--- src/rtl/piso_pkg.sv ---
// Shared definitions for the parallel-in/serial-out serializer.
package piso_pkg;

    localparam int PISO_DEFAULT_WIDTH = 32;

    typedef enum logic {
        IDLE  = 1'b0,
        SHIFT = 1'b1
    } state_t;

endpackage

--- src/rtl/piso_bit_counter.sv ---
// Bit-position counter: synchronous clear, count enable, flag at WIDTH-1.
module piso_bit_counter #(
    parameter int WIDTH = 32,
    parameter int CW    = $clog2(WIDTH)
) (
    input  logic clk,
    input  logic reset,
    input  logic clear,
    input  logic enable,
    output logic terminal
);

    logic [CW-1:0] count;

    always_ff @(posedge clk or posedge reset) begin
        if (reset) begin
            count <= '0;
        end else if (clear) begin
            count <= '0;
        end else if (enable) begin
            count <= count + CW'(1);
        end
    end

    assign terminal = (count == CW'(WIDTH - 1));

endmodule

--- src/rtl/piso_serializer.sv ---
// Parallel-in/serial-out serializer with valid/ready load side and
// stallable serial side; back-to-back words leave no idle bubble.
module piso_serializer
    import piso_pkg::*;
#(
    parameter int WIDTH     = PISO_DEFAULT_WIDTH,
    parameter bit MSB_FIRST = 1'b0
) (
    input  logic             clk,
    input  logic             reset,
    input  logic             load_valid,
    output logic             load_ready,
    input  logic [WIDTH-1:0] load_data,
    input  logic             ser_en,
    output logic             ser_out,
    output logic             ser_valid,
    output logic             ser_last,
    output logic             busy
);

    localparam int CW = (WIDTH > 1) ? $clog2(WIDTH) : 1;

    state_t           state;
    state_t           state_nxt;
    logic [WIDTH-1:0] sreg;
    logic             terminal;
    logic             in_shift;
    logic             accept;
    logic             advance;

    assign in_shift  = (state == SHIFT);
    assign busy      = in_shift;
    assign ser_valid = in_shift;
    assign ser_last  = in_shift && terminal;
    assign ser_out   = in_shift && (MSB_FIRST ? sreg[WIDTH-1] : sreg[0]);

    // Reset gates ready so nothing is accepted while reset is held.
    assign load_ready = !reset && (!in_shift || (ser_last && ser_en));
    assign accept     = load_valid && load_ready;
    assign advance    = in_shift && ser_en && !terminal;

    always_ff @(posedge clk or posedge reset) begin
        if (reset) begin
            state <= IDLE;
        end else begin
            state <= state_nxt;
        end
    end

    always_comb begin
        state_nxt = state;
        case (state)
            IDLE: begin
                if (accept) begin
                    state_nxt = SHIFT;
                end
            end
            SHIFT: begin
                if (ser_en && terminal) begin
                    state_nxt = accept ? SHIFT : IDLE;
                end
            end
            default: state_nxt = IDLE;
        endcase
    end

    always_ff @(posedge clk or posedge reset) begin
        if (reset) begin
            sreg <= '0;
        end else if (accept) begin
            sreg <= load_data;
        end else if (advance) begin
            if (MSB_FIRST) begin
                sreg <= {sreg[WIDTH-2:0], 1'b0};
            end else begin
                sreg <= {1'b0, sreg[WIDTH-1:1]};
            end
        end
    end

    piso_bit_counter #(
        .WIDTH (WIDTH),
        .CW    (CW)
    ) u_bit_counter (
        .clk      (clk),
        .reset    (reset),
        .clear    (accept),
        .enable   (advance),
        .terminal (terminal)
    );

endmodule

--- config.mk ---
export PLATFORM = sky130hd
export DESIGN_NAME = piso_serializer
export DESIGN_NICKNAME = d
export VERILOG_FILES = /design/src/rtl/piso_pkg.sv /design/src/rtl/piso_bit_counter.sv /design/src/rtl/piso_serializer.sv
export SDC_FILE = /design/constraint.sdc
export NUM_CORES = 1
export LEC_CHECK = 0
export BUFFER_PORTS_ARGS = -buffer_cell sky130_fd_sc_hd__buf_2
export CORE_ASPECT_RATIO = 1.25
export CORE_UTILIZATION = 49
export CTS_CLUSTER_SIZE = 40
export DETAILED_ROUTE_END_ITERATION = 8
export PLACE_DENSITY = 0.79
export REMOVE_ABC_BUFFERS = 1
export SYNTH_ARGS = -nofsm -noshare
export SYNTH_HDL_FRONTEND = slang
export SYNTH_SLANG_ARGS = --single-unit
--- constraint.sdc ---
create_clock -name clk -period 2.6 [get_ports clk]
set_input_delay 0.39 -clock clk [delete_from_list [all_inputs] [get_ports clk]]
set_output_delay 0.39 -clock clk [all_outputs]
set_load 0.005 [all_outputs]
Word level (Yosys, flattened, before mapping). Index checks and enable logic that the tools add are counted.

Reduce and logical (&&, ||, !) cells: 13. Multiplexer cells: 7. Equality and inequality tests: 1. $add $sub $neg: 1. Bitwise gates (word level): 1.

Operators by type and width (count): $mux 32 (2); $mux 5 (2); $logic_and 1x1->1 (8); $add 5x1->5 const B (1); $eq 5x5->1 const B (1); $logic_not 1->1 (3); $mux 1 (2); $pmux 1 s2 (1); $reduce_bool 2->1 (1); $logic_or 1x1->1 (1); $not 1->1 (1).

Logic and storage cells: 26. Output and inout port bits: 5. Register bits: 38. Input port bits: 36.

Logic depth before layout (Yosys ltp).
Depth in word-level cells: 9. Gate-level depth with buffers: 9. Mapped depth without buffers: 6.

Modules after synthesis. A second synthesis with hierarchy kept.

Cell total of the unflattened synthesis: 182. Area total of the unflattened synthesis: 2075.7 µm².

Modules (own cells, without submodules): piso_serializer (area an instance 1794.2 µm², instances 1, cells an instance 159, sequential area each 825.8 µm²); piso_bit_counter (area an instance 281.5 µm², instances 1, cells an instance 23, sequential area each 125.1 µm²).

Least setup slack after synthesis. No wires, ideal clock.

Path kind: in2out. From: input reset. To: output load_ready. Buffers on the path: 2. Path slack: -137 ps. Arrival time: 2347 ps. Required time: 2210 ps. Stages: 4. Cells stage by stage: inv_1 -> clkbuf_1 -> clkbuf_1 -> and2_1.

Longest elaborated chain between the ends: 2.

Ends and longest elaborated chain: start, declared (RTL line piso_serializer.sv:10) `input logic reset,`; $logic_not 1->1 (no line); $logic_and 1x1->1 (RTL line piso_serializer.sv:38) `assign load_ready = !reset && (!in_shift || (ser_last && ser_en));`; end, declared (RTL line piso_serializer.sv:12) `output logic load_ready,`.

Every way passes these cells.

Worst setup path in the final report.
From: register u_bit_counter.count[0]. To: output load_ready.

Longest elaborated chain between the ends: 5.

Ends and longest elaborated chain: start, declared (RTL line piso_bit_counter.sv:13) `logic [CW-1:0] count;`; start signal, assigned (RTL line piso_bit_counter.sv:21) `count <= count + CW'(1);`; $eq 5x5->1 (RTL line piso_bit_counter.sv:25) `assign terminal = (count == CW'(WIDTH - 1));`; $logic_and 1x1->1 (RTL line piso_serializer.sv:34) `assign ser_last = in_shift && terminal;`; $logic_and 1x1->1 (RTL line piso_serializer.sv:38); $logic_or 1x1->1 (RTL line piso_serializer.sv:38); $logic_and 1x1->1 (RTL line piso_serializer.sv:38).

Every way passes these cells.

==> results.py <==
metrics = {
    "status": {
        "status": "finished clean",
    },
    "critical_path": {
        "ff2ff_setup_slack_ns": 0.28,
        "crit_path_start": "u_bit_counter.count[0]",
        "cp-end-kind": "output port",
        "crit_path_frequent_cell": "ha_1",
        "worst-r2r-cell-count": 6,
        "path_buf_inv": 1,
        "cp_top_family": "adder cells",
        "path_cells": "ha_1 > and3_1 > ha_1 > a21bo_2 > and2_1 > buf_2",
        "max_stage_delay_ns": 0.42,
        "r2r_start": "u_bit_counter.count[0]",
        "cp_slowest_cell": "dfrtp_1",
        "critPathArrivalTime_ns": 1.99,
        "startpoint_type": "register",
        "crit_fanout": 21,
        "criticalPathCategory": "reg -> out",
        "r2r_end": "sreg[25]",
        "crit_required_ns": 2.21,
    },
    "routing": {
        "drc": 0,
        "routed_wl_um": 3470,
        "first_pass_iters": 4,
        "wl_per_cell_um": 13.9,
        "antenna_left": 0,
        "dr.first_iter.drc_count": 27,
        "num_vias": 1302,
        "vias_per_cell": 5.21,
    },
    "flow_run": {
        "maxCapViolations": 0,
    },
    "floorplan": {
        "die_w_um": 58.5,
        "rows": 25,
        "start_util_pct": 51.2,
        "ios": 41,
        "die_y_um": 72.6,
        "coreArea_mm2": 0.00382,
        "fp.dieArea_mm2": 0.00425,
    },
    "synth": {
        "synth_edf_count": 0,
        "postSynthAreaPerCell_um2": 12.4,
        "synth_flop_cell": "dfrtp_1",
        "yosys-top-cells-area": "dfrtp_1 (49%), mux2_2 (10%), mux2i_1 (9.2%)",
        "yosysTopAreaCellShare_pct": 48.6,
        "yosysTopAreaCell": "dfrtp_1",
        "yosysWarningCount": 0,
        "ys_seq_area_share_pct": 48.6,
        "syn_inst": 158,
        "synth.distinct_cells": 25,
        "syn-cell-area_mm2": 0.00196,
        "yosysMostFrequentCell": "dfrtp_1",
        "synth-seq-cells": 38,
        "async_reset_ff_share_pct": 100,
        "yosys-top-cells-count": "dfrtp_1 (38), mux2_2 (18), mux2i_1 (18), o21ai_0 (18), nand4_1 (17)",
    },
    "cts": {
        "cts.repair_timing.setup_buffer_count": 0,
        "cts_buffers": 5,
        "clockBufferDepth": 2,
        "worstSkewPairLatency_ns": 0.29,
        "clk_pin_slew_ns": 0.08,
        "cts_resized": 0,
        "cts_tree": "built",
        "clock-sinks": 38,
        "cts_hold_buf": 0,
        "h-tree-depth": 2,
        "cts-root-buf": "clkbuf_8",
    },
    "timing": {
        "period_minus_slack_ns": 2.38,
        "setup-violations-final": 0,
        "maxSlewViolCount": 0,
        "max_slew_margin_pct": 58.7,
        "min_period_over_period_pct": 91.5,
        "fin_skew_ns": 0.00614,
        "layout_setup_ws_ns": 0.221,
        "fmax_ghz": 0.420,
        "hold_violations": 0,
        "whs_ns": 0.162,
        "tightest_slew_ns": 0.619,
        "rsz0062_at_grt": "false",
        "fin_setup_tns_ns": 0,
    },
    "min_path": {
        "min_path_type": "in -> async",
    },
    "cells_and_area": {
        "antennaDiodeCount": 0,
        "nNetsFinal": 233,
        "syn2layout_area_growth_pct": 16.1,
        "drive_gt1_share_pct": 43.4,
        "post-route-cell-area_mm2": 0.00227,
    },
    "global_routing": {
        "grt_first_pass_wirelength_um": 5650,
        "grt_max_degree": 34,
        "antenna_found_initial": 0,
        "grt_util_all_layers_pct": 17.8,
        "grt_overflow": 0,
        "grt_pass1_vias": 1249,
    },
    "place": {
        "globalplace.congestion": 0.835,
        "pre_cts_ws_ns": 0.255,
        "port_buffers": 40,
        "place_area_mm2": 0.00216,
        "dp_hpwl_um": 2350,
    },
    "power": {
        "peakVddDrop_v": 0.000536,
        "power_uw": 2140,
        "power.density_mw_per_mm2": 943,
        "p_leak_uw": 0.00113,
    },
}
area by class of cell:
type | count | area, µm²
Sequential cell | 38 | 951
Fill cell | 356 | 1550
Multi-Input combinational cell | 105 | 908
Clock inverter | 3 | 40.0
Timing Repair Buffer | 44 | 230
Clock buffer | 5 | 68.8
Inverter | 1 | 3.75
Tap cell | 54 | 67.6
logic make-up (layout without fill, tap and decap cells):
| kind of cell | count (synthesis) | after routing | synth area share (%) |
|---|---|---|---|
| muxes | 48 | 48 | 28.8 |
| DFF | 38 | 38 | 48.6 |
| and+or+nand+nor | 33 | 33 | 10.1 |
| AOI/OAI and AO/OA | 20 | 20 | 5.37 |
| buffers and inverters | 15 | 53 | 4.93 |
| adders and majority gates | 2 | 2 | 1.28 |
| xor gates and xnor gates | 2 | 2 | 0.896 |
registers in the layout (all words and copies together) (netlist names):
signal,cells
u_bit_counter.count,5
busy,1
sreg,32
layout by cell type, fill, tap and decap left out:
| master | count |
|---|---|
| nand2_1 | 2 |
| nand4_1 | 17 |
| ha_1 | 2 |
| nand3_1 | 1 |
| nand4b_1 | 1 |
| nand3b_1 | 1 |
| clkinv_2 | 2 |
| xor2_1 | 2 |
| dfrtp_1 | 38 |
| a21bo_2 | 1 |
| clkbuf_8 | 5 |
| buf_2 | 40 |
| and3_1 | 2 |
| or3_1 | 1 |
| nand3_2 | 1 |
| bufinv_16 | 1 |
| mux2_4 | 12 |
| nor2_1 | 4 |
| and2_1 | 3 |
| o21ai_0 | 18 |
| a21oi_1 | 1 |
| mux2_2 | 18 |
| mux2i_1 | 18 |
| inv_2 | 1 |
| buf_4 | 4 |
through the flow:
| step | util (%) | cells |
|---|---|---|
| 6_report | 59.5 | 250 |
| 5_1_grt | 59.5 | 250 |
| 4_1_cts | 59.5 | 250 |
| 3_5_place_dp | 56.6 | 242 |
| 3_3_place_gp | 56.6 | 242 |
| 2_1_floorplan | - | 144 |
worst max-delay path by stage:
stage,cells past startpoint,endpoint
6_report,6,load_ready
5_1_grt,6,sreg[17]
4_1_cts,6,load_ready
3_5_place_dp,6,sreg[17]
3_3_place_gp,6,sreg[26]
2_1_floorplan,6,sreg[22]
per-layer routing:
layer  global-route usage [%]  share of wire (%)  routed length, µm  vias to the layer above
met1                     23.1                 44               1540                      617
li1                         -                  -                  -                      646
met3                     3.72                3.4                117                        8
met5                        0                  0                  0                        -
met4                     8.99                2.4                 84                        0
met2                     28.1                 50               1730                       31
worst reg2reg max path, delay by kind of cell (launching register included):
family                     cells  cell delay (ns)
muxes                          1             0.44
and+or+nand+nor                2             0.61
adders and majority gates      2             0.38
DFF                            1             0.40
AOI/OAI and AO/OA              1             0.39
power breakdown:
group | leakage [µW] | total (µW) | internal [µW] | switching, µW
registers | 0.000477 | 982 | 841 | 141
clock network | 0.0000579 | 489 | 282 | 207
logic | 0.000595 | 670 | 398 | 272
Power figures use the tool's default switching activity.
